## src/rtl/esn7e_demo_avalon_st_adapter_latency_adapter_0.sv

```systemverilog
// -----------------------------------------------------------------------------
// esn7e_demo_avalon_st_adapter_latency_adapter_0
//
// Purpose:
//   Avalon-ST timing adapter. The upstream source has a ready latency of
//   READY_LATENCY: it may only present a beat READY_LATENCY cycles after it
//   saw in_ready high. The downstream sink uses plain valid/ready (latency 0)
//   and may stall at any time. Beats that are already in flight when the
//   sink stalls are caught in a small FIFO, so nothing is lost.
//
// Ports:
//   clk        rising-edge clock for all logic
//   reset      synchronous, active-high; flushes FIFO and grant history
//   in_valid   upstream beat valid (arrives READY_LATENCY cycles after grant)
//   in_data    upstream payload
//   in_ready   grant to upstream; a beat may arrive READY_LATENCY cycles later
//   out_valid  downstream beat valid
//   out_data   downstream payload (head of FIFO, no extra latency)
//   out_ready  downstream ready
//   proto_err  sticky flag: a beat arrived in a cycle that had no grant
// -----------------------------------------------------------------------------
module esn7e_demo_avalon_st_adapter_latency_adapter_0 #(
    parameter int DATA_WIDTH    = 32,
    parameter int READY_LATENCY = 1,
    parameter int FIFO_DEPTH    = 4
) (
    input  logic                  clk,
    input  logic                  reset,
    input  logic                  in_valid,
    input  logic [DATA_WIDTH-1:0] in_data,
    output logic                  in_ready,
    output logic                  out_valid,
    output logic [DATA_WIDTH-1:0] out_data,
    input  logic                  out_ready,
    output logic                  proto_err
);

    localparam int AW = (FIFO_DEPTH > 1) ? $clog2(FIFO_DEPTH) : 1;
    localparam int CW = $clog2(FIFO_DEPTH + 1);
    localparam int SW = $clog2(FIFO_DEPTH + READY_LATENCY + 1);

    logic [AW-1:0]            wr_ptr_q, wr_ptr_d;
    logic [AW-1:0]            rd_ptr_q, rd_ptr_d;
    logic [CW-1:0]            count_q, count_d;
    logic [READY_LATENCY-1:0] hist_q, hist_d;
    logic                     proto_err_q, proto_err_d;
    logic [DATA_WIDTH-1:0]    mem_q [FIFO_DEPTH];

    logic [SW-1:0]            credit_used;
    logic                     grant_now;
    logic                     wr_en;
    logic                     pop_en;

    // Every stored beat plus every grant still in flight must fit in the
    // FIFO. Pops in the current cycle are deliberately not credited, which
    // keeps the grant decision purely registered and overflow impossible.
    always_comb begin
        credit_used = SW'(count_q);
        for (int i = 0; i < READY_LATENCY; i++) begin
            credit_used = credit_used + SW'(hist_q[i]);
        end
    end

    assign in_ready  = !reset && (credit_used < SW'(FIFO_DEPTH));
    assign out_valid = !reset && (count_q != '0);
    assign out_data  = mem_q[rd_ptr_q];
    assign proto_err = proto_err_q;

    // Oldest bit of the history is the grant issued READY_LATENCY cycles ago.
    assign grant_now = hist_q[READY_LATENCY-1];
    assign wr_en     = !reset && in_valid && grant_now;
    assign pop_en    = out_valid && out_ready;

    always_comb begin
        wr_ptr_d    = wr_ptr_q;
        rd_ptr_d    = rd_ptr_q;
        count_d     = count_q;
        hist_d      = hist_q;
        proto_err_d = proto_err_q;

        hist_d = (hist_q << 1) | READY_LATENCY'(in_ready);

        if (wr_en) begin
            wr_ptr_d = wr_ptr_q + AW'(1);
        end
        if (pop_en) begin
            rd_ptr_d = rd_ptr_q + AW'(1);
        end
        count_d = count_q + CW'(wr_en) - CW'(pop_en);

        // Ungranted beats are dropped, never written.
        if (in_valid && !grant_now) begin
            proto_err_d = 1'b1;
        end
    end

    always_ff @(posedge clk) begin
        if (reset) begin
            wr_ptr_q    <= '0;
            rd_ptr_q    <= '0;
            count_q     <= '0;
            hist_q      <= '0;
            proto_err_q <= 1'b0;
        end else begin
            wr_ptr_q    <= wr_ptr_d;
            rd_ptr_q    <= rd_ptr_d;
            count_q     <= count_d;
            hist_q      <= hist_d;
            proto_err_q <= proto_err_d;
        end
    end

    // Payload storage needs no reset; validity is tracked by count_q.
    always_ff @(posedge clk) begin
        if (wr_en) begin
            mem_q[wr_ptr_q] <= in_data;
        end
    end

endmodule

```

## config.mk

```make
export PLATFORM = sky130hd
export DESIGN_NAME = esn7e_demo_avalon_st_adapter_latency_adapter_0
export DESIGN_NICKNAME = d
export VERILOG_FILES = /design/src/rtl/esn7e_demo_avalon_st_adapter_latency_adapter_0.sv
export SDC_FILE = /design/constraint.sdc
export NUM_CORES = 1
export LEC_CHECK = 0
export CAP_MARGIN = 20
export CORE_AREA = 2 2 126 128
export DETAILED_ROUTE_END_ITERATION = 10
export DIE_AREA = 0 0 128 130
export PLACE_DENSITY = 0.6
export SYNTH_ARGS = -nofsm -noshare
export SYNTH_HDL_FRONTEND = slang
export SYNTH_SLANG_ARGS = --single-unit
```

## constraint.sdc

```tcl
create_clock -name clk -period 6.6 [get_ports clk]
set_clock_uncertainty 0.2 [all_clocks]
set_input_delay 1.32 -clock clk [delete_from_list [all_inputs] [get_ports clk]]
set_output_delay 1.32 -clock clk [all_outputs]
set_load 0.05 [all_outputs]
```

### After elaboration in Yosys (flattened, before gate mapping)

Memories as Yosys holds them, arrays and structs flattened. A register that Yosys moved wholly into a read port is not among the register bits.
Index checks and enable logic that the tools add are counted.

* memories kept: 1
* RAM bits: 128
* input port bits: 36
* flip-flop bits (word level): 9
* word-level logic and storage cells: 25
* output and inout port bits: 35

* reductions and logical operators: 9
* add/sub/neg operators: 5
* magnitude comparators: 1
* multiplexer cells: 4

Memory list
* mem_q: depth 4, bits a word 32, rd ports 1, clocked after memory_dff 1, wr ports 1, line 47 `logic [DATA_WIDTH-1:0] mem_q [FIFO_DEPTH];`

Operators by type and width (count)
* $add 3x1->3: 2
* $logic_and 1x1->1: 6
* $add 2x1->2 const B: 2
* $mux 2: 2
* $lt 3x3->1 const B: 1
* $reduce_bool 3->1: 1
* $sub 3x1->3: 1
* $logic_not 1->1: 2
* $mux 1: 2

### Logic depth before layout (Yosys ltp)

Gate-level depths: netlist of run 1.

* depth after elaboration: 5
* mapped depth: 8
* gate-level depth less buffers: 8

### Worst setup path before layout of run 1

No wires, ideal clock.

* kind: input to output
* from: in reset
* to: out in_ready
* data required time: 5.080 ns
* arrival: 2.281 ns
* cell stages on the path: 2
* setup slack: 2.799 ns
* path buffers: 1
* cell sequence: clkbuf_1 -> a21oi_1

* cells in the longest elaborated chain, start to end: 2

Ends and longest elaborated chain
* from (decl): line 28 `input logic reset,`
* $logic_not 1->1: line 64 `assign in_ready = !reset && (credit_used < SW'(FIFO_DEPTH));`
* $logic_and 1x1->1: line 64
* to (decl): line 31 `output logic in_ready,`

Every way passes these cells.

### Worst setup path after layout of run 1

Ends and elaborated chain as after synthesis.

==> flow_results.xml, run 1 <==
<?xml version="1.0" encoding="UTF-8"?>
<metrics>
  <group name="routing">
    <metric name="viasPerCell" unit="">4.75</metric>
    <metric name="detail_route.iter0.violations" unit="">116</metric>
    <metric name="post-route-drc-count" unit="">0</metric>
    <metric name="ant_nets" unit="">0</metric>
    <metric name="detail_route.wl_per_cell" unit="um">17.6</metric>
    <metric name="drt_wl_total" unit="um">9000</metric>
    <metric name="drt-pass1-iter-count" unit="">4</metric>
    <metric name="total_number_of_vias" unit="">2430</metric>
  </group>
  <group name="layout">
    <metric name="antenna-diode-count" unit="">0</metric>
    <metric name="syn_to_final_growth" unit="%">26.8</metric>
    <metric name="final_cell_count_no_fill" unit="">512</metric>
    <metric name="post_route_cells_drive_above_1_share" unit="">0.216</metric>
    <metric name="design_area" unit="mm2">0.00665</metric>
    <metric name="layout_commonest_cell" unit="">sky130_fd_sc_hd__edfxtp_1</metric>
    <metric name="final_cell_mix" unit="">sky130_fd_sc_hd__edfxtp_1, sky130_fd_sc_hd__clkdlybuf4s50_1, sky130_fd_sc_hd__mux4_2, sky130_fd_sc_hd__clkbuf_16, sky130_fd_sc_hd__dfxtp_1</metric>
    <metric name="fillers" unit="">1356</metric>
    <metric name="num-nets-final" unit="">351</metric>
  </group>
  <group name="min_path">
    <metric name="min_path_cells" unit="">2</metric>
    <metric name="timing.hold.worst_endpoint" unit="">proto_err</metric>
    <metric name="worstHoldStart" unit="">proto_err</metric>
    <metric name="hold_class" unit="">reg2reg</metric>
  </group>
  <group name="yosys">
    <metric name="simple_gate_share_of_the_synthesized_area" unit="">0.0205</metric>
    <metric name="post_synth_edffs" unit="">128</metric>
    <metric name="synth_top_family_by_area" unit="">multiplexers</metric>
    <metric name="synth-adder-area-share" unit="">0.0181</metric>
    <metric name="synth_top_flop_cell" unit="">sky130_fd_sc_hd__edfxtp_1</metric>
    <metric name="synth.net_count" unit="">269</metric>
    <metric name="synth.yosys.seq_area_share" unit="">0.775</metric>
    <metric name="muxShareOfSynthArea" unit="">0.145</metric>
    <metric name="netlist_instances" unit="">226</metric>
    <metric name="netlist_area" unit="mm2">0.00524</metric>
    <metric name="ys_async_sr_fraction" unit="">0</metric>
    <metric name="yosys.area_share.xor_xnor" unit="">0.00453</metric>
    <metric name="ys_types" unit="">27</metric>
    <metric name="synth_warnings" unit="">0</metric>
    <metric name="synth.ff_latch_count" unit="">139</metric>
    <metric name="synth_area_per_cell" unit="um2">23.2</metric>
    <metric name="synth-compound-area-share" unit="">0.0143</metric>
  </group>
  <group name="floorplan">
    <metric name="die-height" unit="um">130</metric>
    <metric name="ioPinCount" unit="">71</metric>
    <metric name="fp-row-count" unit="">46</metric>
    <metric name="core" unit="mm2">0.0154</metric>
    <metric name="initial_utilization" unit="">0.340</metric>
    <metric name="dieArea" unit="mm2">0.0166</metric>
    <metric name="floorplan.die.width" unit="um">128</metric>
  </group>
  <group name="sta">
    <metric name="report.final.slew_viol_count" unit="">0</metric>
    <metric name="fmax_achieved" unit="MHz">219</metric>
    <metric name="fin_worst_hold_slack" unit="ps">250</metric>
    <metric name="fin_setup_tns" unit="ps">0</metric>
    <metric name="slew-limit-headroom" unit="">0.368</metric>
    <metric name="post-route-period-util" unit="">0.692</metric>
    <metric name="timing.final.crit_period" unit="ps">4570</metric>
    <metric name="setup_viol" unit="">0</metric>
    <metric name="finalHoldViolations" unit="">0</metric>
    <metric name="setup_repair_after_global_routing_missed_its_margin" unit="">no</metric>
    <metric name="timing_worst_slew_pin_value" unit="ps">947</metric>
  </group>
  <group name="worst_setup_path">
    <metric name="r2r_slack" unit="ps">4340</metric>
    <metric name="timing_worst_setup_path_type" unit="">in2out</metric>
    <metric name="worst-r2r-cell-count" unit="">8</metric>
    <metric name="critical-path-top-cell-by-count" unit="">sky130_fd_sc_hd__clkdlybuf4s50_1</metric>
    <metric name="worstReg2RegEnd" unit="">count_q[2]</metric>
    <metric name="timing.critical_path.required" unit="ps">5080</metric>
    <metric name="maximum_net_fanout_on_the_critical_path" unit="">15</metric>
    <metric name="worst_setup_path_start_kind" unit="">primary input</metric>
    <metric name="critical_path.reg2reg.startpoint" unit="">count_q[1]</metric>
    <metric name="critical_path_arrival" unit="ps">3050</metric>
    <metric name="critPathSlowestCell" unit="">sky130_fd_sc_hd__clkdlybuf4s50_1</metric>
    <metric name="critPathMaxStageDelay" unit="ps">830</metric>
    <metric name="cp-end-kind" unit="">output port</metric>
    <metric name="critical_path.cell_chain" unit="">clkdlybuf4s50_1, a21oi_1, clkdlybuf4s50_1</metric>
  </group>
  <group name="clock_tree">
    <metric name="post_cts_hold_buffer_count" unit="">0</metric>
    <metric name="h-tree-depth" unit="">4</metric>
    <metric name="tritoncts.num_buffers" unit="">17</metric>
    <metric name="post_cts_resize_count" unit="">0</metric>
    <metric name="cts_num_sinks" unit="">139</metric>
    <metric name="cts_root_buffer" unit="">sky130_fd_sc_hd__clkbuf_16</metric>
    <metric name="clkSlewWorstSetupHoldPaths" unit="ps">50</metric>
    <metric name="insertion_delay" unit="ps">420</metric>
    <metric name="tritoncts_clock_tree" unit="">yes</metric>
    <metric name="cts.repair_timing.setup_buffer_count" unit="">0</metric>
    <metric name="ctsLongestPathBuffers" unit="">2</metric>
  </group>
  <group name="place">
    <metric name="dpl_cell_area" unit="mm2">0.00611</metric>
    <metric name="hpwlAfterDp" unit="um">5170</metric>
    <metric name="gp_congestion" unit="">0.688</metric>
    <metric name="post-place-cells" unit="">481</metric>
    <metric name="port-buffer-count" unit="">70</metric>
  </group>
  <group name="power">
    <metric name="switchingPower" unit="uW">719</metric>
    <metric name="power.density" unit="mW/mm2">380</metric>
    <metric name="power.leakage" unit="nW">2.14</metric>
    <metric name="pwr-share-comb" unit="">0.237</metric>
    <metric name="power.share.clock" unit="">0.347</metric>
    <metric name="intPower" unit="mW">1.81</metric>
    <metric name="vdd_ir_drop_max" unit="mV">0.187</metric>
    <metric name="p_sw_frac" unit="">0.285</metric>
    <metric name="p_seq_frac" unit="">0.416</metric>
  </group>
  <group name="grt">
    <metric name="antenna_found_initial" unit="">0</metric>
    <metric name="grt_usage" unit="">0.118</metric>
    <metric name="pin_count_of_the_biggest_net_entering_global_routing" unit="">33</metric>
    <metric name="global_route_wire_length_before_repair" unit="um">14000</metric>
    <metric name="overflow" unit="">0</metric>
    <metric name="vias_in_the_first_global_route" unit="">2567</metric>
  </group>
  <group name="status">
    <metric name="status" unit="">finished clean</metric>
  </group>
  <group name="run">
    <metric name="max_cap_violations" unit="">0</metric>
  </group>
</metrics>
[stage by stage]
stage | power [mW] | setup slack, ps | util
finish | 2.53 | 2030 | 0.431
global route | 2.62 | 1970 | 0.431
CTS | 2.56 | 2020 | 0.431
detailed placement | 1.68 | 2030 | 0.396
global placement | 1.67 | 2040 | 0.396
floorplan | 1.52 | 2800 | -
[synthesized netlist by cell type (2+ instances only)]
cell | number | area share
sky130_fd_sc_hd__edfxtp_1 | 128 | 0.73
sky130_fd_sc_hd__mux4_2 | 30 | 0.13
sky130_fd_sc_hd__dfxtp_1 | 11 | 0.042
sky130_fd_sc_hd__inv_1 | 7 | 0.0050
sky130_fd_sc_hd__ha_1 | 6 | 0.014
sky130_fd_sc_hd__a21oi_1 | 5 | 0.0048
sky130_fd_sc_hd__nor2_1 | 5 | 0.0036
sky130_fd_sc_hd__and2_1 | 4 | 0.0048
sky130_fd_sc_hd__nor2b_1 | 4 | 0.0048
sky130_fd_sc_hd__buf_12 | 3 | 0.011
sky130_fd_sc_hd__buf_2 | 3 | 0.0029
sky130_fd_sc_hd__mux2_2 | 3 | 0.0064
sky130_fd_sc_hd__a21bo_2 | 2 | 0.0038
sky130_fd_sc_hd__mux4_1 | 2 | 0.010
[cells by family after synthesis]
logic type | Yosys count
buffers and inverters | 15
DFF | 139
adders and majority gates | 7
AOI/OAI and AO/OA | 10
and+or+nand+nor | 19
xor gates and xnor gates | 1
muxes | 35
[flip-flops by register name, summed over array words and instances (netlist names), named ones only]
register and flops:
mem_q 128, count_q 3, rd_ptr_q 2, wr_ptr_q 2
grant_now 1, proto_err 1
[routing by layer]
metal / share of wire / wire length [um] / vias to the layer above / global-route usage
li1: - / - / 1097 / -
met1: 0.42 / 3770 / 1252 / 0.135
met2: 0.51 / 4620 / 68 / 0.200
met3: 0.047 / 427 / 13 / 0.0418
met4: 0.020 / 181 / 0 / 0.0582
met5: 0 / 0 / - / 0
[worst max-delay path: cells and delay by family]
kind / cells / cell delay [ps]
buffers and inverters: 2 / 1490
AO/OA/AOI/OAI: 1 / 230
[final cells by class]
type                            instances  area [um2]  share of cell area
Clock buffer                           21         440              0.0662
Multi-Input combinational cell         72        1070               0.161
Timing Repair Buffer                   71         708               0.106
Tap cell                              192         240              0.0361
Sequential cell                       139        4070               0.611
Inverter                                7        26.3             0.00395
Clock inverter                         10         101              0.0152
[worst max-delay path by stage]
stage / from / end
global placement: reset / in_ready
detailed placement: reset / in_ready
CTS: reset / in_ready
global route: reset / in_ready
floorplan: reset / in_ready
finish: reset / in_ready
[power groups by stage]
stage	Combinational [mW]	Sequential, mW	Clock, mW
global placement	0.603	1.07	0
CTS	0.610	1.05	0.895
global route	0.631	1.06	0.929
detailed placement	0.607	1.07	0
finish	0.599	1.05	0.876
floorplan	0.479	1.04	0
Note: power is estimated with default switching activity, not from simulation.
==> run 2, diff against run 1 <==
==> constraint.sdc (replaced) <==
create_clock -name clk -period 4.7 [get_ports clk]
set_clock_uncertainty 0.2 [all_clocks]
set_input_delay 0.94 -clock clk [delete_from_list [all_inputs] [get_ports clk]]
set_output_delay 0.94 -clock clk [all_outputs]
set_load 0.05 [all_outputs]
==> run 2 against run 1 <==
Compared with the run above: die area is the same; via count shrank 1.4%; combinational power grew 42%; total power grew 45%; sequential share of layout area shrank 0.77 points; critical path depth is the same; global-route usage shrank 0.45 points; utilization grew 0.55 points; cell area grew 1.3%; register-to-register slack lost 1800 ps; hold slack is essentially flat.
==> flow_results.xml, run 2 (synthesis gave the netlist of run 1 again) <==
<?xml version="1.0" encoding="UTF-8"?>
<metrics>
  <group name="clock_tree">
    <metric name="post_cts_resize_count" unit="">0</metric>
    <metric name="insertion_delay" unit="ps">410</metric>
    <metric name="tritoncts.num_buffers" unit="">17</metric>
    <metric name="clkSlewWorstSetupHoldPaths" unit="ps">60</metric>
    <metric name="cts_root_buffer" unit="">sky130_fd_sc_hd__clkbuf_16</metric>
    <metric name="ctsLongestPathBuffers" unit="">2</metric>
    <metric name="cts.repair_timing.setup_buffer_count" unit="">0</metric>
    <metric name="tritoncts_clock_tree" unit="">yes</metric>
    <metric name="h-tree-depth" unit="">4</metric>
    <metric name="cts_num_sinks" unit="">139</metric>
    <metric name="post_cts_hold_buffer_count" unit="">0</metric>
  </group>
  <group name="routing">
    <metric name="post-route-drc-count" unit="">0</metric>
    <metric name="drt-pass1-iter-count" unit="">4</metric>
    <metric name="ant_nets" unit="">0</metric>
    <metric name="drt_wl_total" unit="um">8630</metric>
    <metric name="viasPerCell" unit="">4.66</metric>
    <metric name="total_number_of_vias" unit="">2397</metric>
    <metric name="detail_route.iter0.violations" unit="">111</metric>
    <metric name="detail_route.wl_per_cell" unit="um">16.8</metric>
  </group>
  <group name="grt">
    <metric name="grt_usage" unit="">0.114</metric>
    <metric name="pin_count_of_the_biggest_net_entering_global_routing" unit="">33</metric>
    <metric name="global_route_wire_length_before_repair" unit="um">13600</metric>
    <metric name="antenna_found_initial" unit="">0</metric>
    <metric name="vias_in_the_first_global_route" unit="">2509</metric>
    <metric name="overflow" unit="">0</metric>
  </group>
  <group name="run">
    <metric name="max_cap_violations" unit="">0</metric>
  </group>
  <group name="worst_setup_path">
    <metric name="worst_setup_path_start_kind" unit="">flip-flop</metric>
    <metric name="maximum_net_fanout_on_the_critical_path" unit="">19</metric>
    <metric name="crit_family" unit="">buffers and inverters</metric>
    <metric name="critPathMaxStageDelay" unit="ps">720</metric>
    <metric name="critical_path_arrival" unit="ps">2630</metric>
    <metric name="timing.critical_path.required" unit="ps">3560</metric>
    <metric name="path_buf_inv" unit="">2</metric>
    <metric name="timing_worst_setup_path_type" unit="">reg2out</metric>
    <metric name="critical_path.reg2reg.startpoint" unit="">count_q[1]</metric>
    <metric name="cp-end-kind" unit="">output port</metric>
    <metric name="critPathSlowestCell" unit="">sky130_fd_sc_hd__clkdlybuf4s50_1</metric>
    <metric name="critical_path.cell_chain" unit="">buf_12, mux4_2, clkdlybuf4s50_1</metric>
  </group>
  <group name="floorplan">
    <metric name="fp-row-count" unit="">46</metric>
    <metric name="die-height" unit="um">130</metric>
    <metric name="initial_utilization" unit="">0.340</metric>
    <metric name="core" unit="mm2">0.0154</metric>
    <metric name="dieArea" unit="mm2">0.0166</metric>
    <metric name="ioPinCount" unit="">71</metric>
    <metric name="floorplan.die.width" unit="um">128</metric>
  </group>
  <group name="layout">
    <metric name="fin_util" unit="">0.437</metric>
    <metric name="post_route_cells_drive_above_1_share" unit="">0.227</metric>
    <metric name="largest_register" unit="">mem_q</metric>
    <metric name="num-nets-final" unit="">352</metric>
    <metric name="sequential_cell_area" unit="mm2">0.00407</metric>
    <metric name="final_cell_mix" unit="">sky130_fd_sc_hd__edfxtp_1, sky130_fd_sc_hd__clkdlybuf4s50_1, sky130_fd_sc_hd__mux4_2, sky130_fd_sc_hd__clkbuf_16, sky130_fd_sc_hd__dfxtp_1</metric>
    <metric name="multi_input_comb_area" unit="mm2">0.00107</metric>
    <metric name="number_of_flip_flops_in_the_largest_register" unit="">128</metric>
    <metric name="antenna-diode-count" unit="">0</metric>
    <metric name="syn_to_final_growth" unit="%">28.5</metric>
    <metric name="reg_top3" unit="">mem_q x128, count_q x3</metric>
    <metric name="layout_commonest_cell" unit="">sky130_fd_sc_hd__edfxtp_1</metric>
    <metric name="fillers" unit="">1353</metric>
    <metric name="design_area" unit="mm2">0.00674</metric>
  </group>
  <group name="place">
    <metric name="port-buffer-count" unit="">70</metric>
    <metric name="hpwlAfterDp" unit="um">4950</metric>
    <metric name="dpl_cell_area" unit="mm2">0.00613</metric>
    <metric name="gp_congestion" unit="">0.660</metric>
  </group>
  <group name="sta">
    <metric name="timing.final.crit_period" unit="ps">3770</metric>
    <metric name="post-route-period-util" unit="">0.802</metric>
    <metric name="fin_setup_tns" unit="ps">0</metric>
    <metric name="slew-limit-headroom" unit="">0.390</metric>
    <metric name="fmax_achieved" unit="MHz">265</metric>
    <metric name="setup_repair_after_global_routing_missed_its_margin" unit="">no</metric>
    <metric name="timing_worst_slew_pin_value" unit="ps">915</metric>
    <metric name="finalHoldViolations" unit="">0</metric>
    <metric name="setup_viol" unit="">0</metric>
    <metric name="report.final.slew_viol_count" unit="">0</metric>
  </group>
  <group name="min_path">
    <metric name="hold_class" unit="">reg2reg</metric>
    <metric name="worstHoldStart" unit="">proto_err</metric>
  </group>
  <group name="power">
    <metric name="power.density" unit="mW/mm2">545</metric>
    <metric name="power.total" unit="mW">3.67</metric>
    <metric name="power.leakage" unit="nW">2.16</metric>
    <metric name="vdd_ir_drop_max" unit="mV">0.244</metric>
  </group>
  <group name="status">
    <metric name="status" unit="">finished clean</metric>
  </group>
</metrics>
[run 2: cell count changes in the layout (fill, tap and decap cells not counted), sizes merged]
| cell | delta |
|---|---|
| buf | +1 |
| clkinvlp | +3 |
| clkbuf | -3 |
| clkinv | -1 |
| bufinv | +2 |
[run 2: layout make-up]
cell class | instances | share of cell area
Sequential cell | 139 | 0.604
Multi-Input combinational cell | 72 | 0.159
Timing Repair Buffer | 72 | 0.108
Clock buffer | 18 | 0.0637
Tap cell | 192 | 0.0357
Clock inverter | 14 | 0.0264
Inverter | 7 | 0.00390
[run 2: metal layers]
layer	track usage	vias to the layer above	share of wire
li1	-	1101	-
met1	0.133	1223	0.44
met2	0.190	57	0.50
met3	0.0398	16	0.047
met4	0.0543	0	0.021
met5	0	-	0
[run 2: through the flow]
stage	setup slack, ps	cells	hold slack, ps
after floorplan	1660	226	322
after global placement	1080	482	242
after detailed placement	1080	482	248
after CTS	839	514	255
after global routing	794	514	281
final	930	514	250
[run 2: path summary, 6_finish.rpt]
check,end,slack [ps],cells past startpoint
worst max register to register,count_q[2],2490,8
worst max-delay path,out_data[31],930,3
worst min-delay path,proto_err,250,2
worst min register to register,proto_err,250,2
[run 2: worst register-to-register path: stages (launching register included)]
cell,delay (ps)
sky130_fd_sc_hd__dfxtp_1,370
sky130_fd_sc_hd__o31ai_2,360
sky130_fd_sc_hd__nor2_1,70
sky130_fd_sc_hd__ha_1,270
sky130_fd_sc_hd__inv_1,40
sky130_fd_sc_hd__ha_1,180
sky130_fd_sc_hd__fa_1,370
sky130_fd_sc_hd__xor3_1,200
sky130_fd_sc_hd__nor2_1,40
[run 2: power by group]
part	internal [mW]	leakage, nW	total [mW]	switching [mW]
logic	0.374	0.630	0.850	0.476
clock network	0.878	0.288	1.35	0.470
registers	1.40	1.25	1.47	0.0714
total	2.66	2.16	3.67	1.02
==> run 3, diff against run 2 <==
--- a/config.mk
+++ b/config.mk
@@ -9,7 +9,7 @@
 export CORE_AREA = 2 2 126 128
 export DETAILED_ROUTE_END_ITERATION = 10
 export DIE_AREA = 0 0 128 130
-export PLACE_DENSITY = 0.6
+export PLACE_DENSITY = 0.62
 export SYNTH_ARGS = -nofsm -noshare
 export SYNTH_HDL_FRONTEND = slang
 export SYNTH_SLANG_ARGS = --single-unit
==> constraint.sdc (replaced) <==
create_clock -name clk -period 3.18 [get_ports clk]
set_clock_uncertainty 0.2 [all_clocks]
set_input_delay 0.636 -clock clk [delete_from_list [all_inputs] [get_ports clk]]
set_output_delay 0.636 -clock clk [all_outputs]
set_load 0.05 [all_outputs]
==> run 3 against run 2 <==
Compared with the run above: sequential share of layout area decreased by 0.29 points; hold slack improved by 11 ps; critical path type unchanged; sequential cell count unchanged; count of clock-buffer cells in the layout increased by 3; combinational power increased by 54%; global-route usage increased by 1.2 points; die area unchanged; cell count increased by 1.8%; via count increased by 2.1%; cell area increased by 0.48%; wire length increased by 13%; highest routed layer unchanged; critical path depth unchanged.
==> flow_results.xml, run 3 (synthesis gave the netlist of run 1 again) <==
<?xml version="1.0" encoding="UTF-8"?>
<metrics>
  <group name="grt">
    <metric name="global_route_wire_length_before_repair" unit="um">14800</metric>
    <metric name="pin_count_of_the_biggest_net_entering_global_routing" unit="">20</metric>
    <metric name="overflow" unit="">0</metric>
    <metric name="antenna_found_initial" unit="">0</metric>
    <metric name="grt_usage" unit="">0.126</metric>
    <metric name="vias_in_the_first_global_route" unit="">2633</metric>
  </group>
  <group name="clock_tree">
    <metric name="insertion_delay" unit="ps">410</metric>
    <metric name="cts_root_buffer" unit="">sky130_fd_sc_hd__clkbuf_16</metric>
    <metric name="tritoncts.num_buffers" unit="">17</metric>
    <metric name="ctsLongestPathBuffers" unit="">2</metric>
    <metric name="tritoncts_clock_tree" unit="">yes</metric>
    <metric name="cts_num_sinks" unit="">139</metric>
    <metric name="post_cts_hold_buffer_count" unit="">0</metric>
    <metric name="h-tree-depth" unit="">4</metric>
    <metric name="clkSlewWorstSetupHoldPaths" unit="ps">50</metric>
  </group>
  <group name="layout">
    <metric name="number_of_flip_flops_in_the_largest_register" unit="">128</metric>
    <metric name="final_cell_mix" unit="">sky130_fd_sc_hd__edfxtp_1, sky130_fd_sc_hd__clkdlybuf4s50_1, sky130_fd_sc_hd__buf_4, sky130_fd_sc_hd__mux4_2, sky130_fd_sc_hd__clkbuf_16</metric>
    <metric name="fin_util" unit="">0.439</metric>
    <metric name="layout_commonest_cell" unit="">sky130_fd_sc_hd__edfxtp_1</metric>
    <metric name="antenna-diode-count" unit="">0</metric>
    <metric name="num-nets-final" unit="">363</metric>
    <metric name="reg_top3" unit="">mem_q x128, count_q x3</metric>
    <metric name="syn_to_final_growth" unit="%">29.1</metric>
    <metric name="final_cell_count_no_fill" unit="">523</metric>
    <metric name="post_route_cells_drive_above_1_share" unit="">0.305</metric>
    <metric name="largest_register" unit="">mem_q</metric>
  </group>
  <group name="floorplan">
    <metric name="floorplan.die.width" unit="um">128</metric>
    <metric name="ioPinCount" unit="">71</metric>
    <metric name="core" unit="mm2">0.0154</metric>
    <metric name="fp-row-count" unit="">46</metric>
    <metric name="dieArea" unit="mm2">0.0166</metric>
    <metric name="initial_utilization" unit="">0.340</metric>
    <metric name="die-height" unit="um">130</metric>
  </group>
  <group name="worst_setup_path">
    <metric name="worst-r2r-cell-count" unit="">8</metric>
    <metric name="critical_path_arrival" unit="ps">2250</metric>
    <metric name="critPathCapture" unit="">out_data[21]</metric>
    <metric name="timing_worst_setup_path_type" unit="">reg2out</metric>
    <metric name="worstReg2RegEnd" unit="">count_q[2]</metric>
    <metric name="cp-end-kind" unit="">output port</metric>
    <metric name="r2r_slack" unit="ps">960</metric>
    <metric name="critical_path.reg2reg.startpoint" unit="">count_q[1]</metric>
    <metric name="worst_setup_path_start_kind" unit="">flip-flop</metric>
    <metric name="timing.critical_path.required" unit="ps">2340</metric>
    <metric name="maximum_net_fanout_on_the_critical_path" unit="">6</metric>
  </group>
  <group name="sta">
    <metric name="timing.final.crit_period" unit="ps">3080</metric>
    <metric name="post-route-worst-setup-slack" unit="ps">98.4</metric>
    <metric name="report.final.slew_viol_count" unit="">0</metric>
    <metric name="post-route-period-util" unit="">0.969</metric>
    <metric name="setup_viol" unit="">0</metric>
    <metric name="fmax_achieved" unit="MHz">325</metric>
    <metric name="setup_repair_after_global_routing_missed_its_margin" unit="">no</metric>
    <metric name="fin_setup_tns" unit="ps">0</metric>
    <metric name="timing_worst_slew_pin_value" unit="ps">507</metric>
    <metric name="finalHoldViolations" unit="">0</metric>
    <metric name="slew-limit-headroom" unit="">0.662</metric>
  </group>
  <group name="power">
    <metric name="vdd_ir_drop_max" unit="mV">0.376</metric>
    <metric name="power.density" unit="mW/mm2">803</metric>
    <metric name="power.total" unit="mW">5.43</metric>
    <metric name="power.leakage" unit="nW">2.29</metric>
  </group>
  <group name="run">
    <metric name="max_cap_violations" unit="">0</metric>
  </group>
  <group name="place">
    <metric name="gp_congestion" unit="">0.669</metric>
    <metric name="hpwlAfterDp" unit="um">5960</metric>
    <metric name="dpl_worst_slack" unit="ps">250</metric>
    <metric name="port-buffer-count" unit="">70</metric>
    <metric name="post-place-cells" unit="">493</metric>
  </group>
  <group name="routing">
    <metric name="post-route-drc-count" unit="">0</metric>
    <metric name="viasPerCell" unit="">4.68</metric>
    <metric name="drt_wl_total" unit="um">9730</metric>
    <metric name="detail_route.wl_per_cell" unit="um">18.6</metric>
    <metric name="drt-pass1-iter-count" unit="">5</metric>
    <metric name="detail_route.iter0.violations" unit="">146</metric>
    <metric name="ant_nets" unit="">0</metric>
    <metric name="total_number_of_vias" unit="">2447</metric>
  </group>
  <group name="min_path">
    <metric name="min_path_cells" unit="">2</metric>
    <metric name="hold_class" unit="">reg2reg</metric>
  </group>
  <group name="status">
    <metric name="status" unit="">finished clean</metric>
  </group>
</metrics>
[run 3: power by group]
part	switching, mW	total, mW	internal (mW)
Sequential	0.0613	2.13	2.07
Combinational	0.765	1.31	0.544
Clock	0.694	1.99	1.30
[run 3: how the worst min path moves through the flow]
stage	slack [ps]	from	to
floorplan	320	grant_now	wr_ptr_q[1]
global placement	240	proto_err	proto_err
detailed placement	260	proto_err	proto_err
CTS	270	proto_err	proto_err
global route	300	proto_err	proto_err
finish	260	proto_err	proto_err
[run 3: final cells by class]
| cell class | instances | area (um2) |
|---|---|---|
| Sequential cell | 139 | 4070 |
| Timing Repair Buffer | 83 | 781 |
| Tap cell | 192 | 240 |
| Clock buffer | 21 | 440 |
| Clock inverter | 9 | 146 |
| Fill cell | 1376 | 8660 |
| Multi-Input combinational cell | 72 | 1070 |
| Inverter | 7 | 26.3 |
[run 3: per-layer routing]
| metal | vias up | global-route usage | part of all wire |
|---|---|---|---|
| met5 | - | 0 | 0 |
| met4 | 0 | 0.0465 | 0.012 |
| met3 | 10 | 0.0525 | 0.058 |
| met2 | 64 | 0.204 | 0.50 |
| met1 | 1249 | 0.152 | 0.43 |
| li1 | 1124 | - | - |
[run 3: what timing repair did]
action / in CTS / in global routing
buffers inserted: 0 / 0
endpoints found under the setup margin: 2 / 5
resized for setup: 2 / 5
gates cloned: 0 / 0
[run 3: through the flow]
step	hold WS [ps]	area, um2
6_report	261	6770
5_1_grt	302	6770
4_1_cts	273	6760
3_5_place_dp	258	6170
3_3_place_gp	238	6170
2_1_floorplan	322	5240
[run 3: worst max-delay path, stage by stage, from the launching register on]
cell and delay (ps):
sky130_fd_sc_hd__dfxtp_2 340, sky130_fd_sc_hd__buf_4 180, sky130_fd_sc_hd__mux4_1 590, sky130_fd_sc_hd__clkdlybuf4s50_1 720
